## src/rtl/datapath_run_ctrl_if.sv

```systemverilog
// Command channel between the debug host and the run controller.
// The host drives the master side and the controller implements the slave side.
interface datapath_run_ctrl_if #(
  parameter int CNT_W = 16
);
  logic             cmd_valid;
  logic             cmd_ready;
  logic [1:0]       cmd_op;
  logic [CNT_W-1:0] cmd_count;

  modport master (output cmd_valid, output cmd_op, output cmd_count, input cmd_ready);
  modport slave  (input cmd_valid, input cmd_op, input cmd_count, output cmd_ready);
endinterface

```

## src/rtl/datapath_run_ctrl.sv

```systemverilog
// Run/step sequencer that gates a single-cycle MIPS datapath with a per-cycle enable.
// Optional breakpoint support is enabled with the RUN_CTRL_BRKPT_EN macro.
module datapath_run_ctrl #(
  parameter int          CNT_W       = 16,
  parameter int          INIT_CYCLES = 2,
  parameter logic [31:0] HALT_WORD   = 32'h0000000C
) (
  input  logic                clk,
  input  logic                rst,
  datapath_run_ctrl_if.slave  cmd,
  input  logic [31:0]         pc,
  input  logic [31:0]         instruction,
`ifdef RUN_CTRL_BRKPT_EN
  input  logic                bp_valid,
  input  logic [31:0]         bp_addr,
`endif
  output logic                dp_rst_n,
  output logic                dp_en,
  output logic                busy,
  output logic                done,
  output logic                cmd_err,
  output logic [1:0]          stop_cause,
  output logic [31:0]         instr_count
);

  typedef enum logic [1:0] {S_INIT, S_IDLE, S_RUN, S_COUNT} state_t;

  localparam logic [1:0] OP_HALT  = 2'b00;
  localparam logic [1:0] OP_STEP  = 2'b01;
  localparam logic [1:0] OP_RUN   = 2'b10;
  localparam logic [1:0] OP_RUN_N = 2'b11;

  localparam logic [1:0] CAUSE_COUNT = 2'd0;
  localparam logic [1:0] CAUSE_HALT  = 2'd1;
  localparam logic [1:0] CAUSE_HWORD = 2'd2;
  localparam logic [1:0] CAUSE_BRKPT = 2'd3;

  localparam int IW = (INIT_CYCLES > 1) ? $clog2(INIT_CYCLES) : 1;

  state_t           state_reg;
  logic [IW-1:0]    init_cnt_reg;
  logic [CNT_W-1:0] remaining_reg;
  logic             dp_rst_n_reg;
  logic             done_reg;
  logic             cmd_err_reg;
  logic [1:0]       stop_cause_reg;
  logic [31:0]      instr_count_reg;

  logic busy_w;
  logic cmd_fire;
  logic halt_cmd;
  logic halt_word;
  logic bp_hit;

  assign busy_w        = (state_reg == S_RUN) || (state_reg == S_COUNT);
  assign cmd.cmd_ready = (state_reg != S_INIT);
  assign cmd_fire      = cmd.cmd_valid && (state_reg != S_INIT);
  assign halt_cmd      = cmd_fire && (cmd.cmd_op == OP_HALT);
  assign halt_word     = (instruction == HALT_WORD);

`ifdef RUN_CTRL_BRKPT_EN
  // Set on every idle cycle so the first busy cycle after an accept steps past the breakpoint.
  logic bp_skip_reg;

  always_ff @(posedge clk or posedge rst) begin
    if (rst) begin
      bp_skip_reg <= 1'b0;
    end else begin
      bp_skip_reg <= (state_reg == S_IDLE);
    end
  end

  assign bp_hit = bp_valid && busy_w && (pc == bp_addr) && !bp_skip_reg;
`else
  logic unused_pc;
  assign unused_pc = ^pc;
  assign bp_hit    = 1'b0;
`endif

  assign dp_en = busy_w && !halt_word && !bp_hit;

  always_ff @(posedge clk or posedge rst) begin
    if (rst) begin
      state_reg       <= S_INIT;
      init_cnt_reg    <= '0;
      remaining_reg   <= '0;
      dp_rst_n_reg    <= 1'b0;
      done_reg        <= 1'b0;
      cmd_err_reg     <= 1'b0;
      stop_cause_reg  <= CAUSE_COUNT;
      instr_count_reg <= '0;
    end else begin
      done_reg    <= 1'b0;
      cmd_err_reg <= 1'b0;
      if (dp_en) begin
        instr_count_reg <= instr_count_reg + 32'd1;
      end
      case (state_reg)
        S_INIT: begin
          if (init_cnt_reg == IW'(INIT_CYCLES - 1)) begin
            state_reg    <= S_IDLE;
            dp_rst_n_reg <= 1'b1;
          end else begin
            init_cnt_reg <= init_cnt_reg + 1'b1;
          end
        end
        S_IDLE: begin
          if (cmd_fire) begin
            case (cmd.cmd_op)
              OP_HALT: done_reg <= 1'b1;
              OP_STEP: begin
                remaining_reg <= CNT_W'(1);
                state_reg     <= S_COUNT;
              end
              OP_RUN: state_reg <= S_RUN;
              OP_RUN_N: begin
                if (cmd.cmd_count == '0) begin
                  done_reg       <= 1'b1;
                  stop_cause_reg <= CAUSE_COUNT;
                end else begin
                  remaining_reg <= cmd.cmd_count;
                  state_reg     <= S_COUNT;
                end
              end
              default: ;
            endcase
          end
        end
        default: begin
          // Non-HALT commands are dropped while busy; they only raise cmd_err.
          if (cmd_fire && (cmd.cmd_op != OP_HALT)) begin
            cmd_err_reg <= 1'b1;
          end
          if (dp_en) begin
            remaining_reg <= remaining_reg - 1'b1;
          end
          if (halt_cmd) begin
            state_reg      <= S_IDLE;
            done_reg       <= 1'b1;
            stop_cause_reg <= CAUSE_HALT;
          end else if (halt_word) begin
            state_reg      <= S_IDLE;
            done_reg       <= 1'b1;
            stop_cause_reg <= CAUSE_HWORD;
          end else if (bp_hit) begin
            state_reg      <= S_IDLE;
            done_reg       <= 1'b1;
            stop_cause_reg <= CAUSE_BRKPT;
          end else if ((state_reg == S_COUNT) && dp_en && (remaining_reg == CNT_W'(1))) begin
            state_reg      <= S_IDLE;
            done_reg       <= 1'b1;
            stop_cause_reg <= CAUSE_COUNT;
          end
        end
      endcase
    end
  end

  assign dp_rst_n    = dp_rst_n_reg;
  assign busy        = busy_w;
  assign done        = done_reg;
  assign cmd_err     = cmd_err_reg;
  assign stop_cause  = stop_cause_reg;
  assign instr_count = instr_count_reg;

endmodule

```

## src/flat_wrapper.sv

```systemverilog
// flat-port wrapper written by rule: the top's interface ports become plain ports
module datapath_run_ctrl_flat 
#(
  parameter int          CNT_W       = 16,
  parameter int          INIT_CYCLES = 2,
  parameter logic [31:0] HALT_WORD   = 32'h0000000C
)
  (clk, rst, pc, instruction, dp_rst_n, dp_en, busy, done, cmd_err, stop_cause, instr_count, cmd_cmd_valid, cmd_cmd_op, cmd_cmd_count, cmd_cmd_ready);
  datapath_run_ctrl_if #(.CNT_W(CNT_W)) cmd_i ();
  input  logic clk;
  input  logic rst;
  input  logic [31:0] pc;
  input  logic [31:0] instruction;
  output logic dp_rst_n;
  output logic dp_en;
  output logic busy;
  output logic done;
  output logic cmd_err;
  output logic [1:0] stop_cause;
  output logic [31:0] instr_count;
  input wire logic [$bits(cmd_i.cmd_valid)-1:0] cmd_cmd_valid;
  input wire logic [$bits(cmd_i.cmd_op)-1:0] cmd_cmd_op;
  input wire logic [$bits(cmd_i.cmd_count)-1:0] cmd_cmd_count;
  output wire logic [$bits(cmd_i.cmd_ready)-1:0] cmd_cmd_ready;
  assign cmd_i.cmd_valid = cmd_cmd_valid;
  assign cmd_i.cmd_op = cmd_cmd_op;
  assign cmd_i.cmd_count = cmd_cmd_count;
  assign cmd_cmd_ready = cmd_i.cmd_ready;
  datapath_run_ctrl #(.CNT_W(CNT_W), .INIT_CYCLES(INIT_CYCLES), .HALT_WORD(HALT_WORD)) u_core (.clk(clk), .rst(rst), .cmd(cmd_i), .pc(pc), .instruction(instruction), .dp_rst_n(dp_rst_n), .dp_en(dp_en), .busy(busy), .done(done), .cmd_err(cmd_err), .stop_cause(stop_cause), .instr_count(instr_count));
endmodule
```

## config.mk

```make
export PLATFORM = sky130hd
export DESIGN_NAME = datapath_run_ctrl_flat
export DESIGN_NICKNAME = d
export VERILOG_FILES = /design/src/rtl/datapath_run_ctrl_if.sv /design/src/rtl/datapath_run_ctrl.sv /design/src/flat_wrapper.sv
export SDC_FILE = /design/constraint.sdc
export NUM_CORES = 1
export LEC_CHECK = 0
export ABC_AREA = 1
export CAP_MARGIN = 5
export CORE_ASPECT_RATIO = 1.75
export CORE_UTILIZATION = 51
export DETAILED_ROUTE_END_ITERATION = 10
export GPL_ROUTABILITY_DRIVEN = 1
export PLACE_DENSITY_LB_ADDON = 0.1
export SYNTH_ARGS = -nofsm -noshare
export SYNTH_HDL_FRONTEND = slang
export SYNTH_SLANG_ARGS = --single-unit
```

## constraint.sdc

```tcl
create_clock -name clk -period 3.2 [get_ports clk]
set_input_delay 0.64 -clock clk [delete_from_list [all_inputs] [get_ports clk]]
set_output_delay 0.64 -clock clk [all_outputs]
set_load 0.02 [all_outputs]
```

==> results.txt, run 1 <==
- After detailed routing, the average wire length per cell comes to 13.4 um.
- The flow ran to the end, and the final reports show no timing, DRC or antenna violations.
* Total routing usage reported by global routing: 28.0%
- Global routing consumed, on the met3 layer, 3.61% of the routing resources.
- Final setup skew: 0.00511 ns
- Count of nets after finishing: 825
- Post-CTS repair timing setup buffer count: 0
- Number of detailed-route iterations in the first pass: 7
* Number of ports placed on the die boundary: 125
- Data on the critical path is required at its endpoint by 2.56 ns.
- Area enclosed by the die boundary: 8320 um^2
- Sequential Power Share: 30.7%
- Worst min path class: flip-flop to flip-flop
- Register-to-register path setup slack: 1.22 ns
* Number of buffers inserted by hold repair at cts: 0
* Share of the synthesized area in the top cell type: 34.6%
* Worst-case headroom to the max-slew limit: 52.3%
- The tree is rooted in a sky130_fd_sc_hd__clkbuf_16.
- Endpoint kind of the worst setup timing path: primary output
* Area Growth Syn to Fin: 28.0%
- The first global-routing pass estimated 18500 um of wire.
- For the worst flop-to-flop path, the logic depth is 7.
- The floorplan step set the die width to 69.4 um.
- Setup violations remaining at the end of the flow were counted as 0.
- Post-DP HPWL: 8480 um
- Maximum fanout along the worst path: 5
- Starting utilization of the core area: 53.2%
* DRC viols: 0
- In this run the critical register-to-register path is launched from u_core.state_reg[1]$_DFFE_PP0P_.
* Max-slew violation count: 0
- Initial drt markers: 258
* Global route total overflow: 0
* Cell types with the highest counts after synthesis: 249 x sky130_fd_sc_hd__nand2_1, 99 x sky130_fd_sc_hd__nor2_1, 84 x sky130_fd_sc_hd__inv_1, 56 x sky130_fd_sc_hd__dfrtp_1, 48 x sky130_fd_sc_hd__nand3_1
* Worst Tran Pin Value: 0.715 ns
* Setup Crit Path Kind: primary input to primary output
- Total design power: 3.28 mW
* Worst Hold Depth: 1
* Maximum clock path buffer count: 2
- Clock transition at path regs: 0.07 ns
* Setup repair after global routing missed its margin: false
* Via count of the first global-routing pass: 4031
- Worst-Skew Late Latency: 0.30 ns
- The register with the most flip-flops in the layout has 32 of them.
* Total clock buffers created by CTS: 5
- Net load switching power: 1.51 mW
- Entering global routing, the biggest net connects 31 pins.
- Timing analysis after detailed placement gives a worst setup slack of 0.316 ns.
- Cell count after synthesis: 643
* Initial antenna violation count: 0
- During synthesis, Yosys emitted a total of 0 warnings.
* Share of the cycle needed by the critical path after routing: 90.2%
- Overall via count from detail_route: 4231
- Power Density: 632 nW/um^2
- Post-cts repair resize count: 0
- Via-per-instance ratio: 5.15
* Final Worst Setup Slack: 0.314 ns
- Combinational logic is responsible for 51.4% of the overall power.
- Reg-to-reg endpoint: u_core.remaining_reg[6]$_DFFE_PP0P_
- Biggest area contributors in the synthesized netlist: sky130_fd_sc_hd__dfrtp_1 35%, sky130_fd_sc_hd__nand2_1 23%, sky130_fd_sc_hd__nor2_1 9.2%
- The floorplan step set the die height to 120 um.
- Synth Flop Type: sky130_fd_sc_hd__dfrtp_1
* Total Neg Setup Slack: 0 ns
- Diode count: 0
* Maximum vdd ir drop: 0.000550 V
* Number of sinks driven by the clock tree: 56
* Most Crowded Layer GR: met2
* Min-delay src: u_core.dp_rst_n$_DFFE_PP0P_
- The floorplan step defined a core boundary enclosing 7620 um^2.
- Counting distinct cell types in the post-synthesis netlist gives 30.
- Final antenna-violating net count: 0
- STA puts the critical path data arrival time at 2.25 ns.
- Clock tree from TritonCTS: done
- Cell-internal power: 1.77 mW
- The number of nets in the synthesized netlist is 735.
* Number of flops mapped to enable cells by yosys: 0
- DRT Wirelength: 11000 um
- Buffers on Ports: 92
* Library cell with the highest instance count after synthesis: sky130_fd_sc_hd__nand2_1
- Post-synthesis sequential element count: 56
* Share of flip-flops with an asynchronous set or reset after synthesis: 100%
* Post-synthesis cell type with the largest combined area: sky130_fd_sc_hd__dfrtp_1
- The share of the Yosys chip area taken by registers is 34.6%.
- Tmin final: 2.89 ns
* Hold Path Sink: u_core.dp_rst_n$_DFFE_PP0P_
* CTS H-Tree Depth: 2
- For this run, global-route usage on met1 was measured as 28.6%.
- The congestion estimate from routability-driven global placement came to 0.941.
* Final hold violations: 0
* Share of final-layout standard cells stronger than drive strength 1: 3.68%
- Row generation in the floorplan step produced 42 rows.
- Hold slack final: 0.482 ns
* Max-cap violations: 0
- Dividing the synthesized area by the synthesized cell count gives 6.30 um^2.
- Cell Area, Synth: 4050 um^2
- For this run, global-route usage on met2 was measured as 54.6%.
- Once layout is complete, the utilization of the core stands at 68.0%.
- Per report_power, the clock group accounts for 17.9% of the total.
- Worst setup SP type: primary input
- Static Leakage: 2.61 nW
- For this run, the top clock speed supported by timing is 346 MHz.
* Sw Share: 46.0%
[critical path, stage by stage]
cell                              delay, ns
sky130_fd_sc_hd__clkdlybuf4s50_1       0.46
sky130_fd_sc_hd__nor2_1                0.04
sky130_fd_sc_hd__and2_1                0.14
sky130_fd_sc_hd__nand2_1               0.07
sky130_fd_sc_hd__nor2_2                0.04
sky130_fd_sc_hd__nand2_2               0.10
sky130_fd_sc_hd__nand2_2               0.08
sky130_fd_sc_hd__inv_2                 0.08
sky130_fd_sc_hd__clkdlybuf4s50_1       0.60
[cell families after synthesis]
kind of cell	after synthesis	synth area share (%)
buffers and inverters	100	10.3
DFF	56	34.6
adders and majority gates	7	2.16
xor gates and xnor gates	21	4.54
and+or+nand+nor	429	44.0
AOI/OAI and AO/OA	30	4.39
[worst max path at each step]
stage	from	cells past startpoint	to
after global routing	instruction[1]	10	dp_en
after CTS	instruction[2]	9	dp_en
after detailed placement	instruction[31]	9	dp_en
final	instruction[31]	9	dp_en
after global placement	instruction[31]	9	dp_en
after floorplan	instruction[4]	9	dp_en
[power groups by stage]
stage | Clock, mW | Combinational [mW] | Sequential (mW)
after detailed placement | 0 | 1.67 | 1.02
final | 0.588 | 1.69 | 1.01
after floorplan | 0 | 1.21 | 1.04
after CTS | 0.596 | 1.68 | 1.00
after global placement | 0 | 1.64 | 1.01
after global routing | 0.617 | 1.87 | 1.03
[cell usage in the layout (no fill, tap or decap), types with 6 or more instances in the layout]
cell,count
sky130_fd_sc_hd__clkdlybuf4s50_1,92
sky130_fd_sc_hd__dfrtp_1,56
sky130_fd_sc_hd__ha_1,7
sky130_fd_sc_hd__inv_1,83
sky130_fd_sc_hd__nand2_1,249
sky130_fd_sc_hd__nand3_1,48
sky130_fd_sc_hd__nand4_1,6
sky130_fd_sc_hd__nor2_1,99
sky130_fd_sc_hd__nor3_1,13
sky130_fd_sc_hd__o21ai_0,17
sky130_fd_sc_hd__xor2_1,19
[through the flow]
step / area (um^2) / cells
after global routing: 5180 / 821
after floorplan: 4050 / 643
after CTS: 5180 / 821
after global placement: 5030 / 814
final: 5180 / 821
after detailed placement: 5030 / 814
[per-layer routing]
metal	vias up	wire (um)
met3	29	349
li1	2145	-
met1	1936	4040
met2	121	6130
met5	-	0
met4	0	450
[layout make-up]
class | instances | area [um^2]
repair buffers | 96 | 963
inverters | 87 | 328
clock buffers | 7 | 153
fillers | 679 | 2430
well taps | 88 | 110
multi-input cells | 487 | 2230
flip-flops and latches | 56 | 1400
(Power assumes the default switching activity.)
==> inputs of run 2 (changes only) <==
Settings changed: CTS_BUF_LIST from default to sky130_fd_sc_hd__clkbuf_16.
==> run 2 against run 1 <==
Net effect:
- die area stayed put
- setup slack worse by 0.0014 ns
- sequential share of layout area is 0.10 points higher
- utilization is 0.26 points lower
- cell area is 0.39% lower
- count of clock-buffer cells in the layout is 2 lower
- via count is 0.73% lower
- total power is 1.7% lower
- first-iteration DRC count is 0.39% lower
- largest cell class unchanged
- highest routed layer unchanged
==> results.txt, run 2 (synthesis results as in run 1) <==
- The number of global-route vias before repair was 4011 (was 4031).
- The final wirelength came to 11000 um (about the same).
* WL per Instance: 13.3 um (was 13.4 um)
- The kind of end point of the critical path was a primary output (unchanged).
- The switching power was 1.50 mW (was 1.51 mW).
- The diode insertion count for antenna repair came to 0 (unchanged).
- The initial antenna violation count is 0 (unchanged).
* Global route total overflow: 0 (unchanged)
* Die boundary height: 120 um (unchanged)
* Run status: finished, final reports clean (unchanged)
- The maximum fanout count along the critical path was 5 (unchanged).
- Pin count of the biggest net entering global routing: 31 (unchanged)
- Worst-Skew Late Latency: 0.30 ns (about the same)
* Final hold violations: 0 (unchanged)
- First-pass GRT wire length: 18400 um (was 18500 um)
- Total routing usage reported by global routing: 27.9% (was 28.0%)
- Sequential cell area: 1400 um^2 (unchanged)
- The met1 layer usage reported by global route was 28.7% (was 28.6%).
- The residual antenna-violating net count after detailed routing came to 0 (unchanged).
* Max-slew violation count: 0 (unchanged)
- The number of violations of the max-capacitance limit was 0 (unchanged).
- Standard-cell row count: 42 (unchanged)
- The number of buffers created by CTS is 5 (unchanged).
- Worst path top cell family by delay: buffers and inverters (unchanged)
* Sequential Power Share: 31.2% (was 30.7%)
- The count of instances resized after the clock tree is built came to 0 (unchanged).
- Worst-case headroom to the max-slew limit: 52.3% (about the same)
- The buffer levels on the longest clock path was 2 (unchanged).
- The final setup TNS was 0 ns (unchanged).
* Cell with the largest stage delay on the worst path: sky130_fd_sc_hd__clkdlybuf4s50_1 (unchanged)
- The largest voltage drop on the vdd net came to 0.000548 V (was 0.000550 V).
* Critical-path cell list: clkdlybuf4s50_1 > nor2_1 > and2_1 > nand2_1 > nor2_2 > nand2_2 > nand2_2 > inv_2 > clkdlybuf4s50_1 (unchanged)
* Worst setup SP type: primary input (unchanged)
* Routability congestion estimate from global placement: 0.941 (unchanged)
* Worst Hold Depth: 1 (unchanged)
- Worst min path class: flip-flop to flip-flop (unchanged)
- Highest-count cells in the layout ignoring fill and taps: 249 x sky130_fd_sc_hd__nand2_1, 99 x sky130_fd_sc_hd__nor2_1, 92 x sky130_fd_sc_hd__clkdlybuf4s50_1 (unchanged)
- Tmin final: 2.89 ns (about the same)
- Via-per-instance ratio: 5.12 (was 5.15)
- The most common library cell in the layout ignoring fill and taps is sky130_fd_sc_hd__nand2_1 (unchanged).
* Setup Crit Path Kind: primary input to primary output (unchanged)
- The routed via count is 4200 (was 4231).
- DRC viols: 0 (unchanged)
- The fraction of power spent switching nets was 46.6% (was 46.0%).
- The post-DP HPWL is 8480 um (unchanged).
- The setup violation total in the final timing report is 0 (unchanged).
- Worst endpoint data arrival time: 2.25 ns (about the same)
- Share of final-layout standard cells stronger than drive strength 1: 3.41% (was 3.68%)
- Area Growth Syn to Fin: 27.5% (was 28.0%)
- Static Leakage: 2.60 nW (was 2.61 nW)
- The power density of the placed cells was 624 nW/um^2 (was 632 nW/um^2).
* Final setup skew: 0.00288 ns (was 0.00511 ns)
* Setup repair after global routing missed its margin: false (unchanged)
* Min-delay src: u_core.dp_rst_n$_DFFE_PP0P_ (unchanged)
- The number of buffers inserted by port buffering is 92 (unchanged).
* Count of nets after finishing: 825 (unchanged)
* Clock transition at path regs: 0.07 ns (about the same)
* Post-CTS repair timing setup buffer count: 0 (unchanged)
- The total number of H-tree levels is 2 (unchanged).
- Worst Tran Pin Value: 0.714 ns (was 0.715 ns)
- The worst stage delay on the critical path came to 0.60 ns (about the same).
* Area enclosed by the die boundary: 8320 um^2 (unchanged)
- The register-to-register path setup slack is 1.23 ns (was 1.22 ns).
- The utilization after layout was 67.8% (was 68.0%).
* Number of ports placed on the die boundary: 125 (unchanged)
* Reg2Reg Launch Point: u_core.state_reg[1]$_DFFE_PP0P_ (unchanged)
- Fill cell total of the finished layout: 686 (was 679)
- The total clock sinks was 56 (unchanged).
* Cells on worst reg2reg path: 7 (unchanged)
* Data required, critical path: 2.56 ns (about the same)
- The starting utilization of the core area is 53.2% (unchanged).
* DIE WIDTH: 69.4 um (unchanged)
* Cell depth of the worst setup path: 9 (unchanged)
* Share of the cycle needed by the critical path after routing: 90.2% (about the same)
- The cell at the root of the clock tree is sky130_fd_sc_hd__clkbuf_16 (unchanged).
- Number of buffers inserted by hold repair at cts: 0 (unchanged)
* Area of the multi-input gates: 2230 um^2 (unchanged)
- Logic pwr share: 52.2% (was 51.4%)
- The fraction of met3 tracks used by global routing was 3.61% (unchanged).
* Placeable Area: 7620 um^2 (unchanged)
- The peak clock frequency supported by timing was 346 MHz (about the same).
* Number of detailed-route iterations in the first pass: 5 (was 7)
- The end of the critical path was dp_en (unchanged).
- Flip-flop count of the largest register after layout: 32 (unchanged)
- Initial drt markers: 257 (was 258)
- Worst path bufs/invs: 3 (unchanged)
- The met2 track demand over resource is 54.4% (was 54.6%).
- Launch point of the critical path: instruction[31] (unchanged)
- The reg-to-reg endpoint was u_core.remaining_reg[6]$_DFFE_PP0P_ (unchanged).
- The internal power came to 1.72 mW (was 1.77 mW).
- The clock tree from TritonCTS is done (unchanged).
- Most Crowded Layer GR: met2 (unchanged)
* Part of the power in the clock network: 16.6% (was 17.9%)
==> run 2: through the flow <==
step	cells	total power, mW	setup slack (ns)	hold slack (ns)	instance area (um^2)
6_report	821	3.22	0.313	0.482	5160
5_1_grt	821	3.46	0.168	0.492	5160
4_1_cts	821	3.23	0.308	0.484	5160
3_5_place_dp	814	2.69	0.316	0.466	5030
3_3_place_gp	814	2.65	0.337	0.459	5030
2_1_floorplan	643	2.24	1.18	0.434	4050
==> run 2: area by class of cell <==
type	instances	share of cell area, %
Clock inverter	2	0.145
Multi-Input combinational cell	487	43.2
Inverter	87	6.35
Tap cell	88	2.13
Sequential cell	56	27.1
Clock buffer	5	2.42
Timing Repair Buffer	96	18.7
==> run 2: worst min-delay path by stage <==
stage / slack [ns] / end
2_1_floorplan: 0.43 / u_core.init_cnt_reg$_DFFE_PP0P_
3_3_place_gp: 0.46 / u_core.remaining_reg[1]$_DFFE_PP0P_
3_5_place_dp: 0.47 / u_core.stop_cause[0]$_DFFE_PP0P_
4_1_cts: 0.48 / u_core.remaining_reg[1]$_DFFE_PP0P_
5_1_grt: 0.49 / u_core.dp_rst_n$_DFFE_PP0P_
6_report: 0.48 / u_core.dp_rst_n$_DFFE_PP0P_
==> run 2: power groups by stage <==
| stage | clock (mW) | combinational (mW) | sequential [mW] |
|---|---|---|---|
| 6_report | 0.536 | 1.68 | 1.01 |
| 5_1_grt | 0.567 | 1.87 | 1.03 |
| 4_1_cts | 0.546 | 1.68 | 1.00 |
| 3_5_place_dp | 0 | 1.67 | 1.02 |
| 3_3_place_gp | 0 | 1.64 | 1.01 |
| 2_1_floorplan | 0 | 1.21 | 1.04 |
==> run 2: metal layers <==
| layer | vias to the layer above | share of wire (%) | wire length, um |
|---|---|---|---|
| met5 | - | 0 | 0 |
| met4 | 0 | 3.4 | 373 |
| met3 | 23 | 3.0 | 329 |
| met2 | 119 | 57 | 6200 |
| met1 | 1918 | 37 | 4050 |
| li1 | 2140 | - | - |
==> inputs of run 3 (changes only) <==
Settings changed: MAX_ROUTING_LAYER from default to met4.
==> run 3 against run 2 <==
Net effect:
- highest routed layer unchanged
- cell area barely moved
- largest power group unchanged
- clock skew up 0.0060 ns
- clock power increased by 1%
==> results.txt, run 3 (synthesis results as in run 1) <==
- The peak clock frequency supported by timing came to 344 MHz (was 346 MHz).
- The routed via count was 4254 (was 4200).
- The final critical path time including I/O delays and setup came to 2.90 ns (was 2.89 ns).
- Most Crowded Layer GR: met2 (unchanged)
* DRC viols: 0 (unchanged)
* Standard-cell row count: 42 (unchanged)
* Post-cts repair resize count: 0 (unchanged)
- The startpoint of the worst setup timing path is instruction[5] (was instruction[31]).
- Maximum vdd ir drop: 0.000679 V (was 0.000548 V)
* Sw Share: 46.7% (was 46.6%)
- The number of violations of the max-capacitance limit was 0 (unchanged).
- Worst endpoint data arrival time: 2.26 ns (was 2.25 ns)
- Worst setup SP type: primary input (unchanged)
- The fraction of final layout cells sized beyond drive strength 1 is 3.55% (was 3.41%).
- Area Growth Syn to Fin: 27.6% (was 27.5%)
- Met1 GRT Util: 28.3% (was 28.7%)
* Via count of the first global-routing pass: 4247 (was 4011)
- The final standard cell count with taps included and fillers excluded came to 821 (unchanged).
- The area inside the core boundary is 7620 um^2 (unchanged).
* Total routing usage reported by global routing: 29.2% (was 27.9%)
- The sequential fraction of design power was 31.1% (was 31.2%).
- Grt met3 use: 3.27% (was 3.61%)
- The final critical-path share of the clock period is 90.7% (was 90.2%).
- Min-delay src: u_core.stop_cause[1]$_DFFE_PP0P_ (was u_core.dp_rst_n$_DFFE_PP0P_)
- Total design power: 3.23 mW (was 3.22 mW)
- The residual antenna-violating net count after detailed routing came to 0 (unchanged).
* DRT Wirelength: 11200 um (was 11000 um)
* Cell chosen for the clock root: sky130_fd_sc_hd__clkbuf_16 (unchanged)
- The first-pass GRT wire length was 18800 um (was 18400 um).
* Buffers on Ports: 92 (unchanged)
- Initial drt markers: 261 (was 257)
- The kind of end point of the critical path was a primary output (unchanged).
- Area of the multi-input gates: 2230 um^2 (unchanged)
* Total clock buffers created by CTS: 5 (unchanged)
- The initial antenna violation count was 0 (unchanged).
- Fill cell total of the finished layout: 703 (was 686)
- The post-DP HPWL was 8750 um (was 8480 um).
- Clock tree from TritonCTS: done (unchanged)
* Number of detailed-route iterations in the first pass: 5 (unchanged)
- The final setup TNS is 0 ns (unchanged).
* Logic pwr share: 52.1% (was 52.2%)
* Starting utilization of the core area: 53.2% (unchanged)
- Diode count: 0 (unchanged)
* Run status: finished, final reports clean (unchanged)
- The count of pins on the block boundary came to 125 (unchanged).
* Die boundary height: 120 um (unchanged)
- The internal power is 1.72 mW (about the same).
* Grt met2 use: 54.8% (was 54.4%)
* Area enclosed by the die boundary: 8320 um^2 (unchanged)
- The type of the tightest min-delay check is flip-flop to flip-flop (unchanged).
* Cell area after layout: 5170 um^2 (was 5160 um^2)
- The buffer levels on the longest clock path came to 2 (unchanged).
* DIE WIDTH: 69.4 um (unchanged)
- WL per Instance: 13.7 um (was 13.3 um)
* Net load switching power: 1.51 mW (was 1.50 mW)
- The total clock sinks is 56 (unchanged).
* Routability congestion estimate from global placement: 0.952 (was 0.941)
- Max-slew violation count: 0 (unchanged)
- Final number of setup-violating endpoints: 0 (unchanged)
- Worst Tran Pin Value: 0.680 ns (was 0.714 ns)
* Clock transition at path regs: 0.07 ns (about the same)
* Sequential cell area: 1400 um^2 (unchanged)
- Setup Crit Path Kind: primary input to primary output (unchanged)
- Final setup skew: 0.00893 ns (was 0.00288 ns)
* Part of the power in the clock network: 16.8% (was 16.6%)
- The largest net degree at the start of global routing was 30 (was 31).
* Reg2Reg Launch Point: u_core.state_reg[1]$_DFFE_PP0P_ (unchanged)
- The power density of the placed cells is 626 nW/um^2 (was 624 nW/um^2).
* Cell Count Post-Placement: 814 (unchanged)
* Maximum fanout along the worst path: 5 (unchanged)
* Flip-flop count of the largest register after layout: 32 (unchanged)
- Highest-count cells in the layout ignoring fill and taps: 249 x sky130_fd_sc_hd__nand2_1, 99 x sky130_fd_sc_hd__nor2_1, 92 x sky130_fd_sc_hd__clkdlybuf4s50_1 (unchanged).
- Post-CTS repair timing setup buffer count: 0 (unchanged)
- Setup repair after global routing missed its margin: false (unchanged).
* Data required, critical path: 2.56 ns (about the same)
* Worst-case headroom to the max-slew limit: 54.6% (was 52.3%)
* Via-per-instance ratio: 5.18 (was 5.12)
- The hold buffer count at CTS came to 0 (unchanged).
- Count of nets after finishing: 825 (unchanged)
* Global route total overflow: 0 (unchanged)
* Static Leakage: 2.61 nW (was 2.60 nW)
* CTS H-Tree Depth: 2 (unchanged)
- Instance area after placement: 5030 um^2 (unchanged)
* Final hold violations: 0 (unchanged)
- Hold slack final: 0.480 ns (was 0.482 ns)
- The most common library cell in the layout ignoring fill and taps is sky130_fd_sc_hd__nand2_1 (unchanged).
- The clock network latency to the later pin of the worst-skew pair was 0.30 ns (about the same).
## run 3: path summary, 6_finish.rpt
kind                                                             to  slack, ns  cells after the start
worst max-delay path                                          dp_en       0.30                     10
worst min-delay path               u_core.stop_cause[1]$_DFFE_PP0P_       0.48                      2
worst max register to register  u_core.remaining_reg[6]$_DFFE_PP0P_       1.19                      7
worst min register to register     u_core.stop_cause[1]$_DFFE_PP0P_       0.48                      2
max in group asynchronous         u_core.instr_count[9]$_DFFE_PP0P_       1.83                      3
min in group asynchronous          u_core.stop_cause[1]$_DFFE_PP0P_       0.77                      2
## run 3: cell type report
class	instances	share of cell area [%]
multi-input combinational	487	43.2
sequential	56	27.1
timing repair buffer	96	18.6
inverter	87	6.35
clock buffer	5	2.42
tap	88	2.13
clock inverter	2	0.170
## run 3: through the flow
step	worst slack (ns)	utilization, %
finish	0.297	67.8
global route	0.177	67.8
CTS	0.282	67.8
detailed placement	0.287	66.0
global placement	0.335	66.0
floorplan	1.18	-
## run 3: critical path: stages
cell                              delay (ns)
sky130_fd_sc_hd__clkdlybuf4s50_1        0.42
sky130_fd_sc_hd__inv_1                  0.06
sky130_fd_sc_hd__nand2_1                0.05
sky130_fd_sc_hd__nor2_1                 0.11
sky130_fd_sc_hd__nand2_1                0.06
sky130_fd_sc_hd__nor2_1                 0.15
sky130_fd_sc_hd__nand2_2                0.12
sky130_fd_sc_hd__nand2_2                0.09
sky130_fd_sc_hd__inv_2                  0.04
sky130_fd_sc_hd__clkdlybuf4s50_1        0.53
## run 3: power by group through the flow
| stage | registers [mW] | logic [mW] | clock network [mW] |
|---|---|---|---|
| global route | 1.03 | 1.87 | 0.574 |
| finish | 1.01 | 1.68 | 0.544 |
| detailed placement | 1.02 | 1.68 | 0 |
| floorplan | 1.04 | 1.21 | 0 |
| CTS | 1.00 | 1.68 | 0.552 |
| global placement | 1.01 | 1.64 | 0 |
## run 3: per-layer routing
metal	share of wire, %	vias up	wire length [um]
li1	-	2141	-
met1	36	1934	4050
met2	56	143	6230
met3	3.6	36	405
met4	4.8	0	533
met5	0	-	0
